$ cat config.mk
export PLATFORM = sky130hd
export DESIGN_NAME = mul16_seq_ctrl
export DESIGN_NICKNAME = d
export VERILOG_FILES = /design/src/rtl/mul16_seq_ctrl.sv
export SDC_FILE = /design/constraint.sdc
export NUM_CORES = 1
export LEC_CHECK = 0
export CELL_PAD_IN_SITES_DETAIL_PLACEMENT = 0
export CELL_PAD_IN_SITES_GLOBAL_PLACEMENT = 1
export CORE_ASPECT_RATIO = 1.2
export CORE_MARGIN = 5
export CORE_UTILIZATION = 36
export CTS_BUF_LIST = sky130_fd_sc_hd__clkbuf_8
export DETAILED_ROUTE_END_ITERATION = 8
export PLACE_DENSITY = 0.68
export SLEW_MARGIN = 5
export SYNTH_ARGS = -nofsm -noshare
export SYNTH_HDL_FRONTEND = slang
export SYNTH_SLANG_ARGS = --single-unit
$ cat constraint.sdc
create_clock -name clk -period 11.9 [get_ports clk]
set_input_delay 2.38 -clock clk [delete_from_list [all_inputs] [get_ports clk]]
set_output_delay 2.38 -clock clk [all_outputs]
set_load 0.02 [all_outputs]
$ cat src/rtl/mul16_seq_ctrl.sv
// Unsigned 16x16 -> 32-bit multiply sequenced over four passes of one shared
// 8x8 array multiplier, with valid/ready handshakes on both sides.

module mul_16 (
  input  logic [8:0]  a,
  input  logic [8:0]  b,
  output logic [17:0] s
);
  assign s = a * b;
endmodule

module mul16_seq_ctrl #(
  parameter bit MUL_REG = 1'b0
) (
  input  logic        clk,
  input  logic        rst,
  input  logic        in_valid,
  output logic        in_ready,
  input  logic [15:0] a,
  input  logic [15:0] b,
  output logic        out_valid,
  input  logic        out_ready,
  output logic [31:0] p,
  output logic        busy
);

  typedef enum logic [1:0] {IDLE, MUL, DRAIN, DONE} state_t;

  state_t      state, state_next;
  logic [15:0] a_q, b_q;
  logic [31:0] acc, acc_next;
  logic [31:0] pp_now, add_term;
  logic [1:0]  pass;
  logic [7:0]  mul_a, mul_b;
  logic [17:0] mul_s;
  logic [4:0]  shift;
  logic        accept;
  logic        unused_mul;

  assign accept = in_valid & in_ready;

  // pass[1] picks the a byte, pass[0] the b byte: 0=lo*lo, 1=lo*hi, 2=hi*lo, 3=hi*hi
  assign mul_a = pass[1] ? a_q[15:8] : a_q[7:0];
  assign mul_b = pass[0] ? b_q[15:8] : b_q[7:0];

  mul_16 u_mul (
    .a ({1'b0, mul_a}),
    .b ({1'b0, mul_b}),
    .s (mul_s)
  );

  // An 8x8 product never reaches the top two bits
  assign unused_mul = ^mul_s[17:16];

  always_comb begin
    case (pass)
      2'd0:    shift = 5'd0;
      2'd3:    shift = 5'd16;
      default: shift = 5'd8;
    endcase
  end

  assign pp_now = {16'h0000, mul_s[15:0]} << shift;

  generate
    if (MUL_REG) begin : g_pp_reg
      logic [31:0] pp_q;
      // Cleared on accept so the first MUL cycle accumulates zero
      always_ff @(posedge clk) begin
        if (rst || accept) pp_q <= '0;
        else if (state == MUL) pp_q <= pp_now;
      end
      assign add_term = pp_q;
    end else begin : g_pp_comb
      assign add_term = pp_now;
    end
  endgenerate

  assign acc_next = acc + add_term;

  // NOTE: sequential state uses non-blocking (<=) so every register samples pre-edge values.
  always_ff @(posedge clk) begin
    if (rst) state <= IDLE;
    else     state <= state_next;
  end

  // NOTE: next-state defaults to the current state first, so no path leaves it unassigned (no latch).
  always_comb begin
    state_next = state;
    case (state)
      IDLE:    if (accept) state_next = MUL;
      MUL:     if (pass == 2'd3) state_next = MUL_REG ? DRAIN : DONE;
      DRAIN:   state_next = DONE;
      DONE:    if (out_ready) state_next = IDLE;
      default: state_next = IDLE;
    endcase
  end

  always_ff @(posedge clk) begin
    if (rst) begin
      a_q  <= '0;
      b_q  <= '0;
      acc  <= '0;
      pass <= '0;
      p    <= '0;
    end else begin
      if (accept) begin
        a_q  <= a;
        b_q  <= b;
        acc  <= '0;
        pass <= '0;
      end else if (state == MUL || state == DRAIN) begin
        acc <= acc_next;
        if (state == MUL) pass <= pass + 2'd1;
      end
      // p captures the final sum on the way into DONE and then holds
      if (state != DONE && state_next == DONE) p <= acc_next;
    end
  end

  assign in_ready  = (state == IDLE) & ~rst;
  assign out_valid = (state == DONE);
  assign busy      = (state != IDLE);

endmodule

# ---- Yosys cells after proc, flatten, opt, wreduce, memory -nomap -nowiden
# Index checks and enable logic that the tools add are counted.
dict set report word_totals {
  register_bits 100
  in_bits 36
  out_inout_bits 35
  wordCells 33
}
dict set report op_classes {
  add_sub_neg 2
  multipliers 1
  n_eq_ne 6
  shifts 1
  muxes 7
  n_bitwise 3
  n_reduce_logical 7
}
# cell count
set op_table {}
lappend op_table {{$add 32x32->32} 1}
lappend op_table {{$shl 16x5->32} 1}
lappend op_table {{$mul 8x8->16} 1}
lappend op_table {{$mux 8} 2}
lappend op_table {{$pmux 5 s2} 1}
lappend op_table {{$eq 2x2->1 const B} 4}
lappend op_table {{$pmux 2 s4} 1}
lappend op_table {{$mux 2} 3}
lappend op_table {{$logic_not 2->1} 2}
lappend op_table {{$add 2x1->2 const B} 1}
lappend op_table {{$and 1x1->1} 2}
lappend op_table {{$eq 2x1->1 const B} 1}
lappend op_table {{$ne 2x2->1 const B} 1}
lappend op_table {{$reduce_and 2->1} 1}
lappend op_table {{$reduce_bool 2->1} 1}
lappend op_table {{$reduce_or 2->1} 1}
lappend op_table {{$logic_and 1x1->1} 1}
lappend op_table {{$logic_or 1x1->1} 1}
lappend op_table {{$not 1->1} 1}

# ---- Logic depth before layout (Yosys ltp)
dict set report logic_depth {
  word_depth 7
  mapped_depth 30
  mapped_depth_nobuf 28
}

# ---- Hierarchy
# A second synthesis with hierarchy kept.
dict set report hier_totals {
  hier_cells 1079
  hier_area_um2 8869.8
}
# module instances cells_each area_each_um2 seq_area_each_um2
set modules_own_cells {}
lappend modules_own_cells {mul16_seq_ctrl 1 757 6155.9 2001.9}
lappend modules_own_cells {mul_16 1 322 2713.9 0.0}

# ---- Worst setup path after synthesis
# No wires, ideal clock.
dict set report synth_path {
  path_type {flip-flop to flip-flop}
  from {reg pass[1]}
  to {reg p[26]}
  setup_ns 0.132
  arrival_ns 6.784
  setup_slack_ns 4.983
  stages_incl_launch_ff 28
  period_less_slack_ns 6.917
  path_cell_list {dfxtp_1 > clkbuf_1 > mux2i_1 > nor2_1 > fa_1 > fa_1 > fa_1 > inv_1 > fa_1 > inv_1 > ha_1 > clkbuf_1 > nand2_1 > o21ai_0 > nand3_1 > and3_1 > nor3_1 > nor2_1 > ha_1 > buf_6 > a211oi_2 > nor2_1 > or4_4 > a221oi_4 > a21oi_2 > or3_1 > nand3_1 > a21oi_1}
}
dict set report synth_between {
  elab_chain_len 5
  word_cells_on_any_way 11
}
# item line
set synth_rtl {}
lappend synth_rtl {{start: declaration} 33} ;# logic [1:0] pass;
lappend synth_rtl {{start signal: assignment} 114} ;# if (state == MUL) pass <= pass + 2'd1;
lappend synth_rtl {{branches (longest 5 deep; another with $add 32x32->32)} --}
lappend synth_rtl {{end signal: assignment} 117} ;# if (state != DONE && state_next == DONE) p <= acc_next;
lappend synth_rtl {{end: declaration} 23} ;# output logic [31:0] p,
# Several ways; the timed one is not identified.
# A chain may end at the register's enable or synchronous reset.

# ---- Worst setup path in the final report
dict set report layout_path {
  from {reg pass[1]}
  to {reg acc[30]}
}
dict set report layout_between {
  elab_chain_len 4
  word_cells_on_any_way 7
}
# item line
set layout_rtl {}
lappend layout_rtl {{$mux 8, or another cell as far along} 43} ;# assign mul_a = pass[1] ? a_q[15:8] : a_q[7:0];
lappend layout_rtl {{$mul 8x8->16 / $pmux 5 s2 (equally long branches)} {9, 56}}
lappend layout_rtl {{$shl 16x5->32 (*)} 63} ;# assign pp_now = {16'h0000, mul_s[15:0]} << shift;
lappend layout_rtl {{$add 32x32->32 (*)} 79} ;# assign acc_next = acc + add_term;
lappend layout_rtl {{end signal: assignment} 113} ;# acc <= acc_next;
lappend layout_rtl {{end: declaration} 31} ;# logic [31:0] acc, acc_next;
# Mark *: on every way between the ends. The rest lies on a longest branch, timed or not.

==> flow_results.org <==
** Detailed routing
- Post-DRT Antenna Nets :: 0
- For this run, design rule violations remaining after detail routing come to 0.
- Detailed-routing iteration count for the pre-antenna-repair pass :: 6
- The detailed router placed 6786 vias in this run.
- For this block, the routed nets add up to 20.8 mm of wire.
- DRC violation total after the first TritonRoute iteration :: roughly 260
- After detailed routing, the average wire length per cell comes to 15.6 um.
- Mean number of vias per cell :: just over 5

** Finish
- For this run, the post-layout net count is 1193.
- After filler insertion, the fill cell instance count of the layout stands at ~2300.
- Relative to the synthesized area, the layout overhead comes to 14.8%.
- In the final layout, the share of cells above drive strength 1 is 5.42%.
- The repair_antennas step left the layout with diodes totalling 0.
- Final standard cell count with taps included and fillers excluded :: 1330

** STA
- Final setup TNS :: 0 ps
- The max-slew violation count is 0.
- At the pin with the least slew margin, the transition time is 1060 ps.
- For the finished layout, the period the worst path requires is 7800 ps.
- Achievable frequency :: 128 MHz
- Hold violation count in the final report :: 0
- The final critical path takes up about 66% of the cycle.
- Setup skew after layout :: roughly 14 ps
- Final setup fails :: 0
- Final setup slack of the worst path :: 4100 ps
- Unrepaired setup endpoints after global routing :: false
- Max_slew headroom :: 27.5%
- Worst slack on hold paths :: roughly 460 ps

** Floorplan
- Initial standard-cell utilization of the core :: between 30% and 40%
- The die is 174 um tall.
- The die covers 0.0255 mm2.
- From left edge to right edge, the die measures 147 um.
- Pin placement for this block handled just over 70 I/O pins.
- The initialized floorplan defines 60 standard-cell rows.
- In this run the standard cell core region covers around 0.022 mm2.

** Global routing
- Global routing consumed, on the met3 layer, 2.09% of the routing resources.
- In the global route stage, met2 resource usage came out at between 20% and 30%.
- Met1 Resource Use GR :: roughly a fifth
- In the global route stage, overall resource usage came out at 16.6%.
- After global routing, the most crowded layer is met2.
- The number of antenna violations at the first check in global routing is 0.
- The number of global-route vias before repair is 6835.
- The first global-routing pass estimated 34.7 mm of wire.
- The total overflow left after global routing is 0.
- Entering global routing, the biggest net connects 67 pins.

** Clock tree
- Skew-Pair Late Insertion Delay :: 400 ps
- The number of hold buffers added after CTS was 0.
- Root buffer selected by CTS :: clkbuf_8
- The H-tree generated during clock tree synthesis spans 3 levels.
- Counting every sink on the clock net gives 100.
- Clk slew on worst S/H paths :: approximately 100 ps
- CTS-repair resized insts :: 0
- In this run, CTS created clock tree buffers numbering 9.
- TritonCTS built the clock tree.
- Number of setup buffers added after CTS :: 0
- Buffer levels on the longest clock path :: 2

** Power
- Overall Power :: 0.00137 W
- Reported leakage power :: 3.83 nW
- PwrDens :: 148 mW/mm2
- VDD sags by at most between 0.0001 and 0.00015 V.

** Critical path
- Maximum fanout along the worst path :: 11
- The most numerous cell type found on the critical path is nor2_1.
- For this run, the slowest stage of the critical path takes 940 ps.
- Worst Setup Start Kind :: register
- The worst setup path is of the reg -> reg kind.
- The slowest stage of the critical path belongs to the cell mux2i_1.
- The worst setup path is captured at a register.
- Walking the worst path, the cells encountered are mux2i_1, nor2_1, fa_1, fa_1, ha_1, inv_1, fa_1, inv_1, ha_1, a211oi_1, nor2_1, xnor2_1, a21oi_1, nor3_1, nor2_1, ha_1, a211oi_2, nor2_1, or4_4, a221oi_4, a21oi_2, o21bai_1, a21boi_1, o31ai_1.
- The endpoint identified for the worst register-to-register timing path is acc[30].
- Path depth of the worst reg2reg path :: 24
- At the worst endpoint, the arrival time is 8110 ps.
- R2R setup slack :: 4100 ps
- Data on the critical path is required at its endpoint by roughly 12000 ps.
- Worst reg2reg path startpoint :: pass[1]

** Synth
- A synthesized cell averages roughly 8.1 um2.
- In the synthesized netlist the dominant register cell turns out to be dfxtp_1.
- Post-Syn Instances :: ~1000
- Share of synthesized area occupied by flip-flops and latches :: 24.8%
- Number of distinct library cells after synthesis :: 71
- Synthesized cell area :: 0.00807 mm2
- Synthesis inferred 100 register bits.
- Number of enable-type register cells in the synthesized netlist :: 0
- Fraction of registers with async set/reset :: 0%
- Number of warnings printed during yosys synthesis :: 0
- Counting every net in the synthesized netlist gives 1146.

** Flow run
- Reported max-cap violation count :: 0

** Placement
- DP Wirelength :: 16.0 mm
- Placer congestion estimate :: about 0.85
- Post-placement cell count :: ~1300
- Buffers placed on the I/O ports in this run total 70.
- Pre-CTS WS :: 4040 ps

** Worst hold path
- The tightest min-delay check is of the reg -> reg type.
- The startpoint identified for the worst hold timing path is p[17].
- Worst hold path stage count :: 2
- The worst hold path terminates at p[17].

** Run status
- Status :: finished, final reports clean
synthesized netlist by cell type, drive strengths merged, types with 11 or more instances:
cell | number | area share, %
nand2b | 43 | 3.3
or2 | 15 | 1.2
fa | 37 | 9.2
mux2i | 37 | 4.6
and2 | 11 | 0.85
xnor2 | 20 | 2.2
a211oi | 16 | 1.5
a21o | 16 | 1.5
inv | 69 | 3.2
nand2 | 106 | 4.9
nand3 | 18 | 1.1
ha | 74 | 11
clkbuf | 39 | 1.8
nand3b | 23 | 2.1
a21oi | 59 | 3.7
o21ai | 68 | 4.3
dfxtp | 100 | 25
nor3 | 14 | 0.87
nor2 | 111 | 5.2
area by class of cell:
| cell class | count | area [um2] | area share [%] |
|---|---|---|---|
| inverter | 69 | 259 | 2.80 |
| tap | 279 | 349 | 3.77 |
| clock inverter | 6 | 105 | 1.13 |
| sequential | 100 | 2000 | 21.6 |
| multi-input combinational | 787 | 5650 | 61.0 |
| clock buffer | 10 | 138 | 1.49 |
| timing repair buffer | 79 | 763 | 8.24 |
power breakdown:
group	switching (W)	internal, W
logic	0.000436	0.000251
clock network	0.000142	0.000129
registers	0.0000346	0.000382
layout by cell type (no fill, tap or decap), types with 13 or more instances in the layout:
cell,netlist,final
or2_2,15,15
inv_1,69,69
a21oi_1,58,58
a21o_1,16,16
dfxtp_1,100,100
nor3_1,14,13
nand2_1,106,106
xnor2_1,20,20
mux2i_1,37,37
nand3b_1,23,23
clkdlybuf4s50_1,0,69
nand3_1,18,18
fa_1,37,37
o21ai_0,67,67
nor2_1,111,111
a211oi_1,15,15
ha_1,74,74
nand2b_1,43,43
registers in the layout (all words and copies together) (netlist names):
| signal | cells |
|---|---|
| acc | 32 |
| p | 32 |
| a_q | 16 |
| b_q | 16 |
| pass | 2 |
| state | 2 |
metal layers:
| layer | routed length [um] | vias to the layer above | part of all wire [%] |
|---|---|---|---|
| li1 | - | 3530 | - |
| met1 | 9610 | 3121 | 46 |
| met2 | 10200 | 110 | 49 |
| met3 | 538 | 25 | 2.6 |
| met4 | 369 | 0 | 1.8 |
| met5 | 0 | - | 0 |
logic make-up (layout without fill, tap and decap cells):
logic type	count (synthesis)	after routing	share of synthesized area, %
adder cells (fa/ha/maj)	111	111	20.6
XOR/XNOR	31	31	3.53
multiplexers	37	37	4.59
AO/OA/AOI/OAI	226	226	18.0
AND/OR/NAND/NOR	382	382	23.1
flip-flops	100	100	24.8
buffers and inverters	112	164	5.32
critical path: cells and delay by family, from the launching register on:
| family | cells | cell delay, ps |
|---|---|---|
| AO/OA/AOI/OAI | 8 | 1820 |
| flip-flops | 1 | 680 |
| adder cells (fa/ha/maj) | 6 | 2550 |
| buffers and inverters | 2 | 90 |
| multiplexers | 1 | 940 |
| AND/OR/NAND/NOR | 6 | 1210 |
| XOR/XNOR | 1 | 440 |
metrics by stage:
stage / area [um2] / util (%)
after floorplan: 8070 / -
after global placement: 9020 / 40.5
after detailed placement: 9020 / 40.5
after CTS: 9260 / 41.5
after global routing: 9260 / 41.5
final: 9260 / 41.5
worst max-delay path by stage:
stage / to / slack (ps) / start / cells past startpoint
after floorplan: p[26] / 4980 / pass[1] / 27
after global placement: p[29] / 4090 / pass[1] / 26
after detailed placement: p[29] / 4040 / pass[1] / 25
after CTS: p[29] / 4020 / pass[1] / 25
after global routing: p[29] / 3440 / pass[1] / 26
final: acc[30] / 4100 / pass[1] / 24
No activity file was read; power rests on OpenSTA's default activity.
